<file path="src/rtl/riscv_imem_loader_pkg.sv">
// -----------------------------------------------------------------------------
// riscv_imem_loader_pkg
// Shared definitions for the instruction-memory loader:
//   - default data width and imem byte-address width
//   - loader state encoding (exported so a debug top can decode the state)
//   - helper that turns an imem byte-address width into a word depth
// -----------------------------------------------------------------------------
package riscv_imem_loader_pkg;

   localparam int XLEN_DEF          = 32;
   localparam int IMEM_ADDR_BIT_DEF = 12;

   // Explicit encodings so external debug logic can decode the state value.
   typedef enum logic [2:0] {
      ST_IDLE    = 3'd0,
      ST_LEN_RX  = 3'd1,
      ST_DATA_RX = 3'd2,
      ST_WR      = 3'd3,
      ST_DONE    = 3'd4,
      ST_ERR     = 3'd5
   } loader_state_e;

   // Number of 32-bit words addressable with a byte address of addr_bit bits.
   function automatic logic [31:0] depth_words(input int addr_bit);
      return 32'd1 << (addr_bit - 2);
   endfunction

endpackage

</file>
<file path="src/rtl/riscv_imem_loader_if.sv">
// -----------------------------------------------------------------------------
// riscv_imem_loader_if
// Byte-stream input and imem write port of the loader, bundled together.
//   rx_data/rx_valid : byte stream from the receiver
//   rx_ready         : loader accepts a byte this cycle
//   imem_we          : one-cycle write strobe per word
//   imem_addr        : word address
//   imem_wdata       : write word
// modport master : the loader (consumes the stream, drives the imem write)
// modport slave  : its environment (stream source and imem array)
// -----------------------------------------------------------------------------
interface riscv_imem_loader_if #(
   parameter int XLEN          = riscv_imem_loader_pkg::XLEN_DEF,
   parameter int IMEM_ADDR_BIT = riscv_imem_loader_pkg::IMEM_ADDR_BIT_DEF
);

   logic [7:0]               rx_data;
   logic                     rx_valid;
   logic                     rx_ready;
   logic                     imem_we;
   logic [IMEM_ADDR_BIT-3:0] imem_addr;
   logic [XLEN-1:0]          imem_wdata;

   modport master (
      input  rx_data,
      input  rx_valid,
      output rx_ready,
      output imem_we,
      output imem_addr,
      output imem_wdata
   );

   modport slave (
      output rx_data,
      output rx_valid,
      input  rx_ready,
      input  imem_we,
      input  imem_addr,
      input  imem_wdata
   );

endinterface

</file>
<file path="src/rtl/riscv_imem_loader_byte2word.sv">
// -----------------------------------------------------------------------------
// riscv_imem_loader_byte2word
// Little-endian 4-byte assembler. Byte k of a word lands in bits [8k+7:8k].
// The 4th byte is not stored: o_word combines the three held bytes with the
// byte presented this cycle, so o_word is complete in the same cycle that
// o_word_valid pulses.
// Ports:
//   i_clk, i_rstn : clock, asynchronous active-low reset
//   i_clr         : restart at byte 0
//   i_byte_en     : a byte is accepted this cycle
//   i_byte        : the byte
//   o_word        : assembled word (valid when o_word_valid)
//   o_word_valid  : pulses with the 4th accepted byte
// -----------------------------------------------------------------------------
module riscv_imem_loader_byte2word (
   input  logic        i_clk,
   input  logic        i_rstn,
   input  logic        i_clr,
   input  logic        i_byte_en,
   input  logic [7:0]  i_byte,
   output logic [31:0] o_word,
   output logic        o_word_valid
);

   logic [1:0]  byte_cnt_r;
   logic [23:0] low_bytes_r;

   // Byte counter and storage of the three lower bytes.
   always_ff @(posedge i_clk or negedge i_rstn) begin
      if (!i_rstn) begin
         byte_cnt_r  <= 2'd0;
         low_bytes_r <= 24'd0;
      end else if (i_clr) begin
         byte_cnt_r  <= 2'd0;
         low_bytes_r <= 24'd0;
      end else if (i_byte_en) begin
         byte_cnt_r <= byte_cnt_r + 2'd1;
         case (byte_cnt_r)
            2'd0:    low_bytes_r[7:0]   <= i_byte;
            2'd1:    low_bytes_r[15:8]  <= i_byte;
            2'd2:    low_bytes_r[23:16] <= i_byte;
            default: low_bytes_r        <= low_bytes_r;
         endcase
      end
   end

   assign o_word       = {i_byte, low_bytes_r};
   assign o_word_valid = i_byte_en && (byte_cnt_r == 2'd3);

endmodule

</file>
<file path="src/rtl/riscv_imem_loader.sv">
// -----------------------------------------------------------------------------
// riscv_imem_loader
// Receives a program image (4-byte LE word count LEN, then LEN LE words) over
// a valid/ready byte stream and writes it word by word into the instruction
// memory. Holds the core in reset until a load completes.
// Ports:
//   i_clk, i_rstn : clock, asynchronous active-low reset
//   i_start       : one-cycle pulse starting a load (IDLE, DONE or ERR only)
//   bus           : byte stream in + imem write port out (master modport)
//   o_core_rstn   : active-low core reset, high only in DONE
//   o_done        : load completed
//   o_err         : header length exceeded memory depth
// All outputs are registered; they are decoded from the next state so that
// they line up with the state register.
// -----------------------------------------------------------------------------
module riscv_imem_loader
   import riscv_imem_loader_pkg::*;
#(
   parameter int XLEN          = XLEN_DEF,
   parameter int IMEM_ADDR_BIT = IMEM_ADDR_BIT_DEF
) (
   input  logic                 i_clk,
   input  logic                 i_rstn,
   input  logic                 i_start,
   riscv_imem_loader_if.master  bus,
   output logic                 o_core_rstn,
   output logic                 o_done,
   output logic                 o_err
);

   localparam int          AW    = IMEM_ADDR_BIT - 2;
   localparam logic [31:0] DEPTH = depth_words(IMEM_ADDR_BIT);

   loader_state_e   state_r;
   loader_state_e   next_state_s;

   logic            accept_s;
   logic            start_ok_s;
   logic [31:0]     word_s;
   logic            word_valid_s;
   logic            last_word_s;

   logic [31:0]     len_r;
   logic [AW-1:0]   word_idx_r;
   logic [AW-1:0]   addr_r;
   logic [XLEN-1:0] wdata_r;

   logic            rx_ready_r;
   logic            we_r;
   logic            done_r;
   logic            core_rstn_r;
   logic            err_r;

   logic            rx_ready_s;
   logic            we_s;
   logic            done_s;
   logic            core_rstn_s;
   logic            err_s;

   assign accept_s   = bus.rx_valid && rx_ready_r;
   assign start_ok_s = i_start && ((state_r == ST_IDLE) || (state_r == ST_DONE) ||
                                   (state_r == ST_ERR));
   // Word index and count advance together, so count+1 == LEN marks the last word.
   assign last_word_s = (({{(32-AW){1'b0}}, word_idx_r} + 32'd1) == len_r);

   riscv_imem_loader_byte2word u_byte2word (
      .i_clk        (i_clk),
      .i_rstn       (i_rstn),
      .i_clr        (start_ok_s),
      .i_byte_en    (accept_s),
      .i_byte       (bus.rx_data),
      .o_word       (word_s),
      .o_word_valid (word_valid_s)
   );

   // State register.
   always_ff @(posedge i_clk or negedge i_rstn) begin
      if (!i_rstn) begin
         state_r <= ST_IDLE;
      end else begin
         state_r <= next_state_s;
      end
   end

   // Next-state logic.
   always_comb begin
      next_state_s = state_r;
      case (state_r)
         ST_IDLE, ST_DONE, ST_ERR: begin
            if (i_start) begin
               next_state_s = ST_LEN_RX;
            end else begin
               next_state_s = state_r;
            end
         end
         ST_LEN_RX: begin
            if (word_valid_s) begin
               if (word_s == 32'd0) begin
                  next_state_s = ST_DONE;
               end else if (word_s > DEPTH) begin
                  next_state_s = ST_ERR;
               end else begin
                  next_state_s = ST_DATA_RX;
               end
            end else begin
               next_state_s = ST_LEN_RX;
            end
         end
         ST_DATA_RX: begin
            if (word_valid_s) begin
               next_state_s = ST_WR;
            end else begin
               next_state_s = ST_DATA_RX;
            end
         end
         ST_WR: begin
            if (last_word_s) begin
               next_state_s = ST_DONE;
            end else begin
               next_state_s = ST_DATA_RX;
            end
         end
         default: next_state_s = ST_IDLE;
      endcase
   end

   // Output decode from the next state; registered below.
   always_comb begin
      rx_ready_s  = 1'b0;
      we_s        = 1'b0;
      done_s      = 1'b0;
      core_rstn_s = 1'b0;
      err_s       = 1'b0;
      case (next_state_s)
         ST_LEN_RX, ST_DATA_RX: rx_ready_s = 1'b1;
         ST_WR:                 we_s       = 1'b1;
         ST_DONE: begin
            done_s      = 1'b1;
            core_rstn_s = 1'b1;
         end
         ST_ERR:                err_s      = 1'b1;
         default: begin
            rx_ready_s  = 1'b0;
            we_s        = 1'b0;
            done_s      = 1'b0;
            core_rstn_s = 1'b0;
            err_s       = 1'b0;
         end
      endcase
   end

   // Output registers.
   always_ff @(posedge i_clk or negedge i_rstn) begin
      if (!i_rstn) begin
         rx_ready_r  <= 1'b0;
         we_r        <= 1'b0;
         done_r      <= 1'b0;
         core_rstn_r <= 1'b0;
         err_r       <= 1'b0;
      end else begin
         rx_ready_r  <= rx_ready_s;
         we_r        <= we_s;
         done_r      <= done_s;
         core_rstn_r <= core_rstn_s;
         err_r       <= err_s;
      end
   end

   // Length, word index, and the write address/data captured on entry to WR.
   // addr/wdata are held outside WR; the index advances as WR is left.
   always_ff @(posedge i_clk or negedge i_rstn) begin
      if (!i_rstn) begin
         len_r      <= 32'd0;
         word_idx_r <= '0;
         addr_r     <= '0;
         wdata_r    <= '0;
      end else begin
         if ((state_r == ST_LEN_RX) && word_valid_s) begin
            len_r      <= word_s;
            word_idx_r <= '0;
         end else if (state_r == ST_WR) begin
            word_idx_r <= word_idx_r + AW'(1'b1);
         end
         if ((state_r == ST_DATA_RX) && word_valid_s) begin
            addr_r  <= word_idx_r;
            wdata_r <= word_s;
         end
      end
   end

   assign bus.rx_ready   = rx_ready_r;
   assign bus.imem_we    = we_r;
   assign bus.imem_addr  = addr_r;
   assign bus.imem_wdata = wdata_r;
   assign o_core_rstn    = core_rstn_r;
   assign o_done         = done_r;
   assign o_err          = err_r;

endmodule

</file>
<file path="src/flat_wrapper.sv">
// flat-port wrapper written by rule: the top's interface ports become plain ports
module riscv_imem_loader_flat import riscv_imem_loader_pkg::*;
#(
   parameter int XLEN          = XLEN_DEF,
   parameter int IMEM_ADDR_BIT = IMEM_ADDR_BIT_DEF
)
  (i_clk, i_rstn, i_start, o_core_rstn, o_done, o_err, bus_rx_data, bus_rx_valid, bus_rx_ready, bus_imem_we, bus_imem_addr, bus_imem_wdata);
  riscv_imem_loader_if #(.XLEN(XLEN), .IMEM_ADDR_BIT(IMEM_ADDR_BIT)) bus_i ();
  input  logic i_clk;
  input  logic i_rstn;
  input  logic i_start;
  output logic o_core_rstn;
  output logic o_done;
  output logic o_err;
  input wire logic [$bits(bus_i.rx_data)-1:0] bus_rx_data;
  input wire logic [$bits(bus_i.rx_valid)-1:0] bus_rx_valid;
  output wire logic [$bits(bus_i.rx_ready)-1:0] bus_rx_ready;
  output wire logic [$bits(bus_i.imem_we)-1:0] bus_imem_we;
  output wire logic [$bits(bus_i.imem_addr)-1:0] bus_imem_addr;
  output wire logic [$bits(bus_i.imem_wdata)-1:0] bus_imem_wdata;
  assign bus_i.rx_data = bus_rx_data;
  assign bus_i.rx_valid = bus_rx_valid;
  assign bus_rx_ready = bus_i.rx_ready;
  assign bus_imem_we = bus_i.imem_we;
  assign bus_imem_addr = bus_i.imem_addr;
  assign bus_imem_wdata = bus_i.imem_wdata;
  riscv_imem_loader #(.XLEN(XLEN), .IMEM_ADDR_BIT(IMEM_ADDR_BIT)) u_core (.i_clk(i_clk), .i_rstn(i_rstn), .i_start(i_start), .bus(bus_i), .o_core_rstn(o_core_rstn), .o_done(o_done), .o_err(o_err));
endmodule
</file>
<file path="config.mk">
export PLATFORM = sky130hd
export DESIGN_NAME = riscv_imem_loader_flat
export DESIGN_NICKNAME = d
export VERILOG_FILES = /design/src/rtl/riscv_imem_loader_pkg.sv /design/src/rtl/riscv_imem_loader_if.sv /design/src/rtl/riscv_imem_loader_byte2word.sv /design/src/rtl/riscv_imem_loader.sv /design/src/flat_wrapper.sv
export SDC_FILE = /design/constraint.sdc
export NUM_CORES = 1
export LEC_CHECK = 0
export BUFFER_PORTS_ARGS = -buffer_cell sky130_fd_sc_hd__buf_2
export CAP_MARGIN = 20
export CORE_UTILIZATION = 30
export DETAILED_ROUTE_END_ITERATION = 12
export GPL_ROUTABILITY_DRIVEN = 1
export PLACE_DENSITY = 0.47
export REMOVE_ABC_BUFFERS = 1
export SKIP_LAST_GASP = 1
export SYNTH_ARGS = -nofsm -noshare
export SYNTH_HDL_FRONTEND = slang
export SYNTH_HIERARCHICAL = 1
export SYNTH_SLANG_ARGS = --single-unit
export TNS_END_PERCENT = 30
</file>
<file path="constraint.sdc">
create_clock -name i_clk -period 3.5 [get_ports i_clk]
set_input_delay 0.525 -clock i_clk [delete_from_list [all_inputs] [get_ports i_clk]]
set_output_delay 0.525 -clock i_clk [all_outputs]
set_load 0.1 [all_outputs]
</file>
==> Word level (Yosys, flattened, before mapping) <==
Cells that the tools add are included.
{ "op_classes": {"n_eq_ne": 14, "n_lt_le_gt_ge": 1, "reduce_logical": 20, "add_sub_neg": 3, "mux": 20} }
{ "op_table": {"columns": ["cell", "count"], "rows": [
  ["2-to-1 mux 24 bit", 2],
  ["== test 32 bit", 1],
  ["> comparator 32 x 11 -> 1 bit (second input constant)", 1],
  ["logical NOT 32 bit", 1],
  ["2-to-1 mux 8 bit", 3],
  ["2-to-1 mux 10 bit", 2],
  ["2-to-1 mux 3 bit", 5],
  ["== test 3 x 2 -> 1 bit (second input constant)", 4],
  ["== test 3 bit (second input constant)", 4],
  ["one-hot mux 3 bit (4 select lines)", 1],
  ["adder 10 x 1 -> 11 bit (second input constant)", 1],
  ["adder 10 x 1 -> 10 bit (second input constant)", 1],
  ["nonzero test 2 bit", 5],
  ["== test 3 x 1 -> 1 bit (second input constant)", 2],
  ["AND reduction 2 bit", 3],
  ["logical AND 1 bit", 5],
  ["2-to-1 mux 1 bit", 5],
  ["== test 2 bit (second input constant)", 2],
  ["2-to-1 mux 2 bit", 2],
  ["logical NOT 3 bit", 1],
  ["OR reduction 3 bit", 1],
  ["adder 2 x 1 -> 2 bit (second input constant)", 1],
  ["== test 2 x 1 -> 1 bit (second input constant)", 1],
  ["logical NOT 2 bit", 1],
  ["other kinds (2)", 3]
]} }
{ "word_totals": {"input_bits": 12, "register_bits": 117, "out_inout_bits": 47, "wordCells": 71} }

==> Depth between registers and ports, before layout <==
Gate-level depths: netlist (run 1).
{ "depth": {"depth_word": 8, "mapped_depth": 9} }

==> Modules after synthesis <==
Netlist (run 1), hierarchy kept.
{ "modules_own_cells": {"columns": ["mod", "n_inst", "cells_each", "area_per_inst_um2", "seq_area_each_um2"], "rows": [
  ["riscv_imem_loader", 1, 320, 4180.3, 2277.2],
  ["riscv_imem_loader_byte2word", 1, 110, 1302.5, 650.6]
]} }

==> Worst setup path before layout (run 1) <==
No wires, ideal clock.
{ "synth_timing": {"kind": "reg-to-reg", "from": "register u_core.rx_ready_r (netlist: u_core/bus.rx_ready)", "to": "register u_core.addr_r[0] (netlist: u_core/bus.imem_addr[0])", "path_stages_with_launch": 8, "slack_ns": 0.728, "n_path_buf": 2, "setup_time_ns": 0.125, "synth_period_minus_slack_ns": 2.772, "required_time_ns": 3.375, "arrival_ns": 2.646, "path_cell_list": "dfrtp_1 > and2_1 > buf_6 > and2_2 > nand2b_1 > nor3_1 > buf_2 > mux2_2"} }
{ "synth_between": {"elab_chain_cells": 3} }
{ "synth_lines": {"columns": ["element", "line", "rtl"], "rows": [
  ["start: declaration", "riscv_imem_loader.sv:48", "logic rx_ready_r;"],
  ["start signal: assignment", "riscv_imem_loader.sv:161", "rx_ready_r <= rx_ready_s;"],
  ["logical AND 1 bit", "riscv_imem_loader.sv:60", "assign accept_s = bus.rx_valid && rx_ready_r;"],
  ["named net u_core.accept_s", "riscv_imem_loader.sv:37", "logic accept_s;"],
  ["logical AND 1 bit", "riscv_imem_loader_byte2word.sv:48", "assign o_word_valid = i_byte_en && (byte_cnt_r == 2'd3);"],
  ["named net u_core.word_valid_s", "riscv_imem_loader.sv:40", "logic word_valid_s;"],
  ["logical AND 1 bit", "riscv_imem_loader.sv:184", "if ((state_r == ST_DATA_RX) && word_valid_s) begin"],
  ["end signal: assignment", "riscv_imem_loader.sv:185", "addr_r <= word_idx_r;"],
  ["end: declaration", "riscv_imem_loader.sv:45", "logic [AW-1:0] addr_r;"]
]} }
The timed path passes the listed nets, and every way through them passes these cells.
A chain may end at the register's enable or synchronous reset.

==> Worst setup path after layout (run 1) <==
{ "layout_timing": {"from": "register u_core.word_idx_r[2]", "to": "register u_core.core_rstn_r (netlist: u_core/o_core_rstn)"} }
{ "layout_between": {"elab_chain_cells": 6} }
{ "layout_lines": {"columns": ["element", "line", "rtl"], "rows": [
  ["start: declaration", "riscv_imem_loader.sv:44", "logic [AW-1:0] word_idx_r;"],
  ["start signal: assignment", "riscv_imem_loader.sv:182", "word_idx_r <= word_idx_r + AW'(1'b1);"],
  ["adder 10 x 1 -> 11 bit", "riscv_imem_loader.sv:64", "assign last_word_s = (({{(32-AW){1'b0}}, word_idx_r} + 32'd1) == len_r);"],
  ["== test 32 bit", "riscv_imem_loader.sv:64", null],
  ["2-to-1 mux 3 bit", "riscv_imem_loader.sv:117", "if (last_word_s) begin"],
  ["one-hot mux 3 bit (4 select lines)", "riscv_imem_loader.sv:88", "case (state_r)"],
  ["named net u_core.next_state_s[2]", "riscv_imem_loader.sv:35", "loader_state_e next_state_s;"],
  ["== test 3 bit", "riscv_imem_loader.sv:134", "case (next_state_s)"],
  ["2-to-1 mux 1 bit", "riscv_imem_loader.sv:134", null],
  ["named net u_core.core_rstn_s", "riscv_imem_loader.sv:57", "logic core_rstn_s;"],
  ["end signal: assignment", "riscv_imem_loader.sv:164", "core_rstn_r <= core_rstn_s;"],
  ["end: declaration", "riscv_imem_loader.sv:51", "logic core_rstn_r;"]
]} }
The timed path passes the listed nets, and every way through them passes these cells.

==> run summary, run 1 <==
Global-route total usage across every layer: 14.7%. STA classifies the critical path startpoint as a flip-flop. For the worst flop-to-flop path, the logic depth is 6. The critical path data required time is 3850 ps. The detail-routed net length per standard cell is 17.4 um, and the cts-stage hold buffer count is 0. The wire length of the first global-routing pass was 20400 um.

Cell type with the largest total area after synthesis: dfrtp_1. Once detailed placement completed, the half-perimeter wirelength came to 8770 um. Along the worst path, the maximum fanout reaches 12. Counting flops with a built-in enable in the synthesized netlist gives 0. At the end of routability-driven placement, the weighted congestion stood at 0.763.

The run gives 0 as the DRC violations left. By count the netlist is led by dfrtp_1 (117), mux2_2 (73), nand2b_1 (35). After clock tree synthesis, the setup repair step added 0 buffers.

The startpoint of the worst register-to-register path was u_core/word_idx_r[2]$_DFFE_PN0P_. In this run the biggest area consumer among cell types represents 53.4% of the synthesized area. The growth of design area from synthesis to finish is 19.1%. VDD sags by at most 0.385 mV. Measured against its own limit, the worst slew margin works out to 38.4%. The endpoint identified for the worst register-to-register timing path is u_core/o_core_rstn$_DFF_PN0_.

The share of cells above drive strength 1 is 37.9%. Entering global routing, the biggest net connects 49 pins. The number of clock sinks seen by CTS was 117. In this run, CTS created clock tree buffers numbering 17. The number of failing setup endpoints in the final timing report is 0, and the post-layout minimum cycle time is 2480 ps.

In this run, the number of DRC markers left after iteration 0 of detailed routing was 167. The synthesized area divided by synthesized cell count works out to 12.8 um2. The tools report the buffer cell driving the clock tree root as clkbuf_16. Counting flops and latches in the post-synthesis netlist gives 117. The worst setup path startpoint was u_core/word_idx_r[2]$_DFFE_PN0P_. The run gives 53.4% as the sequential fraction of the synthesis area. The power share of the combinational group was 23.5%; the maximum achievable frequency was 0.404 GHz. The placement row count came out at 49.

The insertion delay to the later sink of the worst-skew pair was 410 ps. TritonCTS built the clock tree. By area the synthesized netlist is led by dfrtp_1 (53%), mux2_2 (15%), mux2i_1 (4.7%).

In the routed layout, each cell is associated on average with a via count of 4.89. The H-tree was split into 4 levels. Summing every instance area after synthesis gives 5480 um2. Measured along the y axis, the die boundary spans 137 um. The remaining antenna violation count after routing came out at 0.

Setup repair after global routing left no endpoint under its margin. In this run, the clock network consumes 34.3% of the power. In this run, distinct cell masters in the synthesized netlist total 57.

The total power is 5.20 mW, and the die boundary width is 137 um. The instance area after placement came out at 5920 um2. The most common cell in the synthesized netlist is dfrtp_1.

The area of the die came out at 18800 um2. The analysis attributes to cell leakage a power of 3.14 nW. The setup TNS was 0 ps; the ratio of final minimum period to clock period was 70.8%.

For the core occupancy in the finished layout, the log shows 36.4%. The async set or reset register ratio after synthesis works out to 100%. Post-route standard cell area excluding fillers: 6530 um2.

The worst clock skew came out at 8.08 ps. Synthesis produced a netlist whose cell count is 430. In the synthesized netlist the dominant register cell turns out to be dfrtp_1. The run gives 498 as the number of nets in the finished design.

The number of max-slew violations in the final report is 0. Before antenna repair, the detailed router went through 4 iterations. For the worst hold-check slack, the log shows 140 ps.

The analysis attributes to net switching a power of 1.72 mW. The run finished with clean final reports. The tools report the number of cells upsized or downsized after cts as 0. The total global routing overflow is 0. The tools report the endpoint of the most critical setup path as u_core/o_core_rstn$_DFF_PN0_. The run gives 0 as the final hold violation count.

The total power density per cell area was 796 nW/um2. Max-cap violations in this run came to 0. After clock tree synthesis, the clock-pin slew on the worst setup and hold paths is 60 ps. The count of buffers added on input and output ports is 58.

The initial antenna violation count came out at 0. Net switching is 33.1% of the power. For the pin with the worst max-slew slack, the measured transition is 925 ps. The via count of the first global-routing pass was 3625; the number of placed I/O pins was 59. The maximum clock path buffer count was 2. STA puts the critical path data arrival time at 2830 ps. The startpoint-to-endpoint class of the critical path was reg -> reg. The internal power was 3.48 mW; the proportion of power drawn by flip-flops and latches was 42.2%. Across all register-to-register paths, the minimum setup slack is 1020 ps.

The run gives 6 as the Yosys warning count. STA classifies the critical path endpoint as a flip-flop. The core area was 18000 um2; the aggregate routed wire length was 12600 um. The detailed router placed 3534 vias in this run. The repair_antennas step left the layout with diodes totalling 0. The effective utilization at floorplan is 30.5%. Type of the tightest min-delay check: in -> async.
area by class of cell:
class	instances	area (um2)
Fill cell	1764	11400
Sequential cell	117	2930
Multi-Input combinational cell	275	2330
Clock buffer	21	460
Timing Repair Buffer	64	350
Tap cell	229	287
Clock inverter	11	149
Inverter	6	22.5
stage by stage:
stage | cells | setup WS, ps
after global placement | 691 | 942
final | 723 | 1020
after floorplan | 398 | -1620
after detailed placement | 691 | 836
after global routing | 723 | 878
after CTS | 723 | 1010
cell usage in the layout, fill, tap and decap left out, types with 6 or more instances in the layout:
cell / netlist / routed
clkbuf_16: 0 / 17
nor3_1: 8 / 7
buf_2: 9 / 57
o21ai_0: 15 / 15
mux2_2: 73 / 73
nand2_1: 12 / 12
mux2i_1: 26 / 26
buf_4: 11 / 6
nor2_1: 16 / 16
nand4_1: 6 / 6
nand2b_1: 35 / 35
nor4_1: 10 / 10
dfrtp_1: 117 / 117
metal layers:
| layer | part of all wire [%] | global-route usage (%) | vias up |
|---|---|---|---|
| met1 | 48 | 19.7 | 1806 |
| met5 | 0 | 0 | - |
| li1 | - | - | 1643 |
| met3 | 3.6 | 4.01 | 12 |
| met4 | 1.3 | 5.13 | 0 |
| met2 | 47 | 22.8 | 73 |
power by group through the flow:
stage	clock network [mW]	registers (mW)	logic, mW
finish	1.78	2.19	1.22
global route	1.88	2.28	1.37
CTS	1.83	2.20	1.25
detailed placement	0	2.22	1.24
global placement	0	2.21	1.20
floorplan	0	2.10	0.913
how the worst min path moves through the flow:
stage	startpoint	endpoint	slack, ps	depth (start not counted)
floorplan	i_rstn	u_core/bus.imem_addr[0]$_DFFE_PN0P_	230	0
global placement	u_core/bus.imem_addr[9]$_DFFE_PN0P_	u_core/bus.imem_addr[9]$_DFFE_PN0P_	490	1
detailed placement	u_core/bus.imem_wdata[31]$_DFFE_PN0P_	u_core/bus.imem_wdata[31]$_DFFE_PN0P_	490	1
CTS	i_rstn	u_core/u_byte2word/byte_cnt_r[1]$_DFFE_PN0P_	150	1
global route	i_rstn	u_core/bus.imem_we$_DFF_PN0_	180	1
finish	i_rstn	u_core/bus.imem_we$_DFF_PN0_	140	1
critical path, cell delays in order, from the launching register on:
cell	delay, ps
dfrtp_1	510
nand3_2	290
nor2_1	380
mux2i_1	320
or3b_1	390
o31ai_2	310
and3_1	200
flip-flops by register name, summed over array words and instances, names as in the netlist:
register	count
u_core/bus.imem_wdata	32
u_core/u_byte2word/low_bytes_r	24
u_core/bus.imem_we	1
u_core/word_idx_r	10
u_core/len_r	32
u_core/o_core_rstn	1
u_core/bus.rx_ready	1
u_core/bus.imem_addr	10
u_core/u_byte2word/byte_cnt_r	2
u_core/o_err	1
u_core/state_r	3
cell families (layout without fill, tap and decap cells):
group / Yosys count / after routing / synth area share (%)
AOI/OAI and AO/OA: 44 / 44 / 7.05
DFF: 117 / 117 / 53.4
buffers and inverters: 38 / 102 / 4.24
muxes: 99 / 99 / 19.7
adders and majority gates: 5 / 5 / 1.14
xor gates and xnor gates: 10 / 10 / 1.60
and+or+nand+nor: 117 / 117 / 12.8
No activity file was read; power rests on OpenSTA's default activity.
==> inputs of run 2 (changes only) <==
Clock period 3.5 ns to 2.4 ns, I/O delays scaled along.
==> run 2 against run 1 <==
  * Combinational power grew 65%
  * Wire length is 0.33% higher
  * Critical path type unchanged
  * Cell area is 2.5% higher
  * Global-route usage rose by 0.15 points
==> run summary, run 2 (synthesized netlist as in run 1, its figures left out) <==
The flow ran to the end, and the final reports show no timing, DRC or antenna violations. TritonCTS built the clock tree. The initial antenna violation count was 0. The kind of cell adding the most delay to the critical path was compound AO/OA/AOI/OAI gates. After routing, the total negative slack on setup checks comes to 0 ps.

The first global-routing pass estimated 20600 um of wire. The worst register-to-register path has a depth of 7. The startpoint-to-endpoint class of the critical path is reg -> reg. The via-per-instance ratio was 4.82; the worst slew slack as a fraction of its limit was 67.3%. For the number of failing setup endpoints in the final timing report, the log shows 0. The tightest min-delay check is of the in -> reg type.

Setup repair after global routing left no endpoint under its margin. Launching element type of the critical path: a flip-flop. The die covers 18800 um2. On the worst path, the slowest cell contributes a delay of 430 ps. The post-route netlist has 40.2% of its cells at a drive strength greater than 1.

The detailed router finished its first iteration with 136 violations. Counting the buffers created by CTS gives 17. After legalization and detailed placement, the total HPWL measured 8800 um. The number of nets in the finished design was 515; the slew at the pin with the worst max-slew slack was 494 ps. The tree is rooted in a clkbuf_16. Of all nets on the critical path, the largest fanout is 4. The most common cell after layout, fill and taps aside is dfrtp_1. The run gives 0 as the number of max-slew violations in the final report. In the layout the commonest cells are dfrtp_1 (117), mux2_2 (73), buf_2 (57). Total power for the finished layout comes to 7.68 mW.

The critical path data required time is 2750 ps. The final weighted congestion in routability-driven placement was 0.753; the maximum clock path buffer count was 2. Measured on the finished design, the core utilization comes to 37.3%.

The total area inside the core boundary comes to 18000 um2. Static timing analysis puts the maximum clock frequency at 0.444 GHz. The clock transition at the registers of the reported paths is 60 ps, and the worst clock skew is 10.5 ps. The pre-antenna-repair detailed-routing pass consisted of 4 iterations.

Summed over all cells, the static leakage comes to 3.23 nW. The tools report the via count as 3565. The worst setup path startpoint is u_core/word_idx_r[0]$_DFFE_PN0P_. The die is 137 um wide. The startpoint identified for the worst register-to-register timing path is u_core/word_idx_r[0]$_DFFE_PN0P_.

Clock latency on the worst-skew pair, taken at its later pin, is 410 ps. Hold is met by 242 ps. For hold timing, the worst endpoint is u_core/bus.imem_wdata[25]$_DFFE_PN0P_.

For this run, design rule violations remaining after detail routing come to 0. Global routing finished with a remaining overflow of 0. The run gives 14.9% as the global-route total usage across every layer.

For the remaining antenna violation count after routing, the log shows 0. The ratio of final minimum period to clock period was 93.9%. End of the worst register-to-register path: u_core/o_core_rstn$_DFF_PN0_. The height of the chip is 137 um, and the number of buffer and inverter stages on the critical path is 0. The largest net degree at the start of global routing is 46, and the number of levels in the clock H-tree is 4.

Row generation in the floorplan step produced 49 rows. The worst hold path was traced through 2 stages. The sort of element at the end of the critical path was a flip-flop. The effective utilization at floorplan is 30.5%, and the diode insertion count for antenna repair is 0.

Dividing total power by cell area gives a power density of 1150 nW/um2. Traced cell by cell, the critical path runs through ha_1 > xnor2_1 > nand4_1 > a2111oi_4 > o311ai_4 > o31ai_2 > and3_1. For this design, the sink count on the clock tree is 117. The worst path in the final design needs a cycle of 2250 ps, including I/O delays and setup. The critical-path cell with the highest stage delay was a2111oi_4. In this run the tool buffered the top-level ports with 58 buffer cells. Data arrives at the worst endpoint at 2610 ps. The via count of the first global-routing pass is 3758, and the final hold violation count is 0. Counting the fill cells in the layout gives 1721.

The run gives 739 as the non-filler instance count after layout. After detailed routing, the total wire length is 12600 um. IR analysis of the VDD net gives a maximum drop of 0.528 mV. The number of violations of the max-capacitance limit is 0, and the growth of design area from synthesis to finish is 22.1%.

The tools report the beginning of the worst hold path as bus_rx_data[1]. 59 I/O pins were placed. In this run the register-to-register setup slack is 150 ps. In the final routed layout, each cell accounts on average for 17.1 um.

Counting tap cells, the placed design contains a total of 707 instances.
run 2: worst reg2reg max path, cell delays in order, from the launching register on:
cell       delay (ps)
dfrtp_1           380
ha_1              320
xnor2_1           160
nand4_1           150
a2111oi_4         430
o311ai_4          200
o31ai_2           360
and3_1            200
run 2: stage by stage:
stage | instance area (um2) | setup slack (ps)
after CTS | 6670 | 84.6
after global placement | 6070 | 171
after detailed placement | 6070 | 131
final | 6700 | 146
after global routing | 6700 | 52.5
after floorplan | 5270 | -2720
run 2: power breakdown:
part	internal (mW)	total (mW)	switching [mW]
Clock	1.65	2.55	0.899
Combinational	0.957	2.01	1.05
Sequential	2.53	3.11	0.590
Total	5.14	7.68	2.54
run 2: area by class of cell:
type / instances / area (um2) / share of cell area, %
inverter: 6 / 22.5 / 0.336
clock inverter: 12 / 155 / 2.32
timing repair buffer: 81 / 505 / 7.55
sequential: 117 / 2930 / 43.7
tap: 229 / 287 / 4.28
multi-input combinational: 275 / 2360 / 35.2
clock buffer: 19 / 443 / 6.61
run 2: worst max path at each step:
stage | end | depth (start not counted)
3_3_place_gp | u_core/o_core_rstn$_DFF_PN0_ | 7
3_5_place_dp | u_core/o_core_rstn$_DFF_PN0_ | 6
5_1_grt | u_core/o_core_rstn$_DFF_PN0_ | 7
6_report | u_core/o_core_rstn$_DFF_PN0_ | 7
4_1_cts | u_core/bus.rx_ready$_DFF_PN0_ | 6
2_1_floorplan | u_core/bus.imem_addr[0]$_DFFE_PN0P_ | 5
run 2: per-layer routing:
metal	global-route usage [%]	part of all wire, %	vias up
li1	-	-	1693
met1	19.7	48	1808
met2	23.4	48	56
met3	4.30	3.6	8
met4	4.58	0.95	0
met5	0	0	-
run 2: timing repair:
item / in CTS / in global routing
hold buffers: 1 / 0
setup buffers: 0 / 0
resized for setup: 0 / 3
hold endpoints to repair: 32 / 0
setup endpoints to repair: 0 / 3
==> inputs of run 3 (changes only) <==
Settings changed: SYNTH_HIERARCHICAL 1 to not set.
==> run 3 against run 2 <==
  * Cell area is 5.3% lower
  * Via count decreased by 3.2%
  * Combinational power down 11%
  * Maximum frequency is 2.0% higher
  * Critical path depth did not move
  * Die area is 4.4% lower
  * Largest cell class unchanged
  * Largest power group unchanged
==> run summary, run 3 <==
The root buffer cell chosen for the clock tree is clkbuf_16. The die boundary width was 134 um. In this run the core area contains 47 standard-cell rows.

The peak supply drop was 0.512 mV. The tools report the end of the worst register-to-register path as u_core.bus.rx_ready$_DFF_PN0_. The tools report the number of nets in the finished design as 501. The length in cells of the worst reg-to-reg path works out to 7.

After synthesis, the largest area contributor takes up 55.9% of total cell area. The area growth from synthesis to layout is 21.1%. The DRC violations left is 0. The startpoint identified for the worst hold timing path is bus_rx_valid. The number of violations of the max-capacitance limit came out at 0. Among cell families on the critical path, the largest total delay comes from simple AND/OR/NAND/NOR gates. The clock drives 117 sinks. The type of the tightest min-delay check is in -> reg. The number of placed instances, taps included, is 684. By area the synthesized netlist is led by dfrtp_1 (56%), mux2_2 (16%), mux2i_1 (4.8%). The worst pin sits at a relative slew slack of 56.3%. STA puts the critical path data arrival time at 2510 ps.

The sequential fraction of the synthesis area is 55.9%, and the number of placed I/O pins is 59. The maximum clock path buffer count was 2. Setup violations remaining at the end of the flow were counted as 0.

Clock-pin slew was measured on the worst setup and hold paths at 50 ps. The startpoint-to-endpoint class of the critical path is reg -> reg. The number of cells upsized or downsized after cts came out at 0. Leaving out filler cells and counting taps, the final layout contains 715. Setup repair after global routing left no endpoint under its margin.

The synthesized area divided by synthesized cell count came out at 12.5 um2. The launching element type of the critical path is a flip-flop. The repair_antennas step left the layout with diodes totalling 0. The xor and xnor fraction of the mapped netlist area is 2.34%. Buffers inserted during clock tree synthesis total 17. The final hold violation count was 0.

The aggregate routed wire length is 12300 um, and the number of buffer and inverter stages on the critical path is 0. Counting flops and latches in the post-synthesis netlist gives 117. TritonCTS built the clock tree.

In this run, synthesis inferred 0 flip-flops with an integrated enable. Most common cell after layout, fill and taps aside: dfrtp_1. Once the floorplan was initialized, standard cells occupied 31.1% of the core. Counting instances, the worst hold path has a depth of 3.

At the worst endpoint, the required time is 2700 ps. For the post-synth design cell area, the log shows 5240 um2. Summed over all instances, the cell type with the most area after synthesis is dfrtp_1.

Measured along the y axis, the die boundary spans 134 um. The worst-case hold path end point was u_core.u_byte2word.byte_cnt_r[1]$_DFFE_PN0P_. The via count was 3450. The H-tree was split into 4 levels. The number of distinct library cells after synthesis was 51; the total power was 7.20 mW. The pre-antenna-repair detailed-routing pass consisted of 4 iterations. The most used standard cell by instance count after synthesis is dfrtp_1. Summing the areas of all fa, ha and maj instances in the mapped netlist gives 1.19% of the synthesized area.

The largest driver fanout on the critical path is 6. Summed over all layers, the global routing overflow is 0. The commonest cells after synthesis are dfrtp_1 (117), mux2_2 (75), nor2_1 (38). Detailed placement ended at an HPWL of 8540 um. For this run, the number of Yosys warnings is 0. Adding up every negative setup slack in the final design gives 0 ps. Timing would allow up to 0.453 GHz. The via count of the first global-routing pass was 3601; the remaining antenna violation count after routing was 0. The ratio of final minimum period to clock period was 92.1%. The delay of the slowest cell on the worst path was 460 ps.

The share of cells above drive strength 1 works out to 38.4%. The prevailing post-synth register cell was dfrtp_1. The tools report the insertion delay to the later sink of the worst-skew pair as 420 ps. The DRC violation total after the first TritonRoute iteration came out at 202. The tools report the initial antenna violation count as 0. Traced cell by cell, the critical path runs through ha_1 > and3_4 > nand3_2 > a2111oi_0 > o2111a_1 > nand4b_1 > and4b_1. The largest family of logic cells by synthesized area is multiplexers. Detail-routed net length per standard cell: 17.2 um. The floorplan step defined a die boundary enclosing 18000 um2. Summing the areas of all and, or, nand and nor instances in the mapped netlist gives 12.1% of the synthesized area.

For the pin with the worst max-slew slack, the measured transition is 654 ps. In this run the register-to-register setup slack is 190 ps. The critical-path cell with the highest stage delay was a2111oi_0.

Wire length of the first global-routing pass: 20400 um. The synthesized-area fraction occupied by ao, oa, aoi and oai cells was 5.07%. The via-per-instance ratio came out at 4.83. The mux share of post-synthesis cell area works out to 20.9%.

The flow ran to the end, and the final reports show no timing, DRC or antenna violations. Worst clock skew: 9.84 ps. Number of max-slew violations in the final report: 0.

In this run the tool buffered the top-level ports with 58 buffer cells. The congestion estimate from routability-driven global placement came to 0.812. In the layout the commonest cells are dfrtp_1 (117), mux2_2 (75), buf_2 (57). Synthesis handed over a netlist of 418 instances. The startpoint identified for the worst register-to-register timing path is u_core.word_idx_r[0]$_DFFE_PN0P_. The total power density per cell area came out at 1140 nW/um2.

Counting I/O delays and the setup requirement, the final critical path takes 2210 ps. Entering global routing, the biggest net connects 73 pins. The run gives 3.15 nW as the leakage dissipation. Sort of element at the end of the critical path: a flip-flop. For the global-route total usage across every layer, the log shows 15.1%. The async set or reset register ratio after synthesis is 100%, and the core area is 16800 um2.
-- run 3: changes by cell type after synthesis, sizes merged, moves of 4 or more --
cell    delta
nand2b    -34
nor2      +22
nand3     +10
buf        -8
o41ai      -6
xnor2      +6
nor3       -5
nand4      -4
nor2b      +4
-- run 3: area by class of cell --
cell class	instances	area (um2)
fillers	1680	10500
flip-flops and latches	117	2930
multi-input cells	274	2190
clock buffers	22	484
repair buffers	71	405
well taps	220	275
clock inverters	8	52.6
inverters	3	11.3
-- run 3: routing by layer --
metal / wire [um] / track usage [%] / share of wire [%]
met5: 0 / 0 / 0
met4: 170 / 5.37 / 1.4
met3: 600 / 4.46 / 4.9
met2: 5930 / 23.5 / 48
met1: 5610 / 20.0 / 46
-- run 3: cells by family after synthesis --
family / count (synthesis)
flip-flops: 117
AND/OR/NAND/NOR: 114
multiplexers: 100
AO/OA/AOI/OAI: 41
buffers and inverters: 27
XOR/XNOR: 14
adder cells (fa/ha/maj): 5
-- run 3: worst min-delay path, delay by kind of cell --
| family | cells | cell delay, ps |
|---|---|---|
| buf+inv | 1 | 130 |
| simple gates | 1 | 80 |
| compound gates | 1 | 60 |
-- run 3: worst max-delay path by stage --
stage | start | end | slack [ps] | cells past startpoint
2_1_floorplan | u_core.bus.rx_ready$_DFF_PN0_ | u_core.word_idx_r[6]$_DFFE_PN0P_ | -1310 | 6
3_3_place_gp | bus_rx_data[2] | u_core.bus.rx_ready$_DFF_PN0_ | 230 | 7
3_5_place_dp | u_core.word_idx_r[0]$_DFFE_PN0P_ | u_core.bus.rx_ready$_DFF_PN0_ | 200 | 7
4_1_cts | u_core.word_idx_r[0]$_DFFE_PN0P_ | u_core.bus.rx_ready$_DFF_PN0_ | 190 | 7
5_1_grt | u_core.word_idx_r[0]$_DFFE_PN0P_ | u_core.bus.rx_ready$_DFF_PN0_ | 70 | 7
6_report | u_core.word_idx_r[0]$_DFFE_PN0P_ | u_core.bus.rx_ready$_DFF_PN0_ | 190 | 7
-- run 3: what timing repair did --
| action | CTS | global route |
|---|---|---|
| endpoints found under the hold margin | 17 | 0 |
| setup buffers | 0 | 0 |
| hold buffers | 1 | 0 |
-- run 3: power by group --
| part | total [mW] | switching (mW) | internal, mW |
|---|---|---|---|
| Clock | 2.29 | 0.877 | 1.41 |
| Sequential | 3.14 | 0.629 | 2.51 |
| Combinational | 1.78 | 0.910 | 0.868 |
-- run 3: stage by stage --
step,hold slack (ps),utilization [%],setup slack [ps],cell area (um2)
floorplan,64.4,-,-1310,5120
finish,267,37.7,190,6340
detailed placement,257,34.5,196,5800
global route,265,37.7,69.7,6340
global placement,249,34.5,228,5800
CTS,249,37.7,186,6340
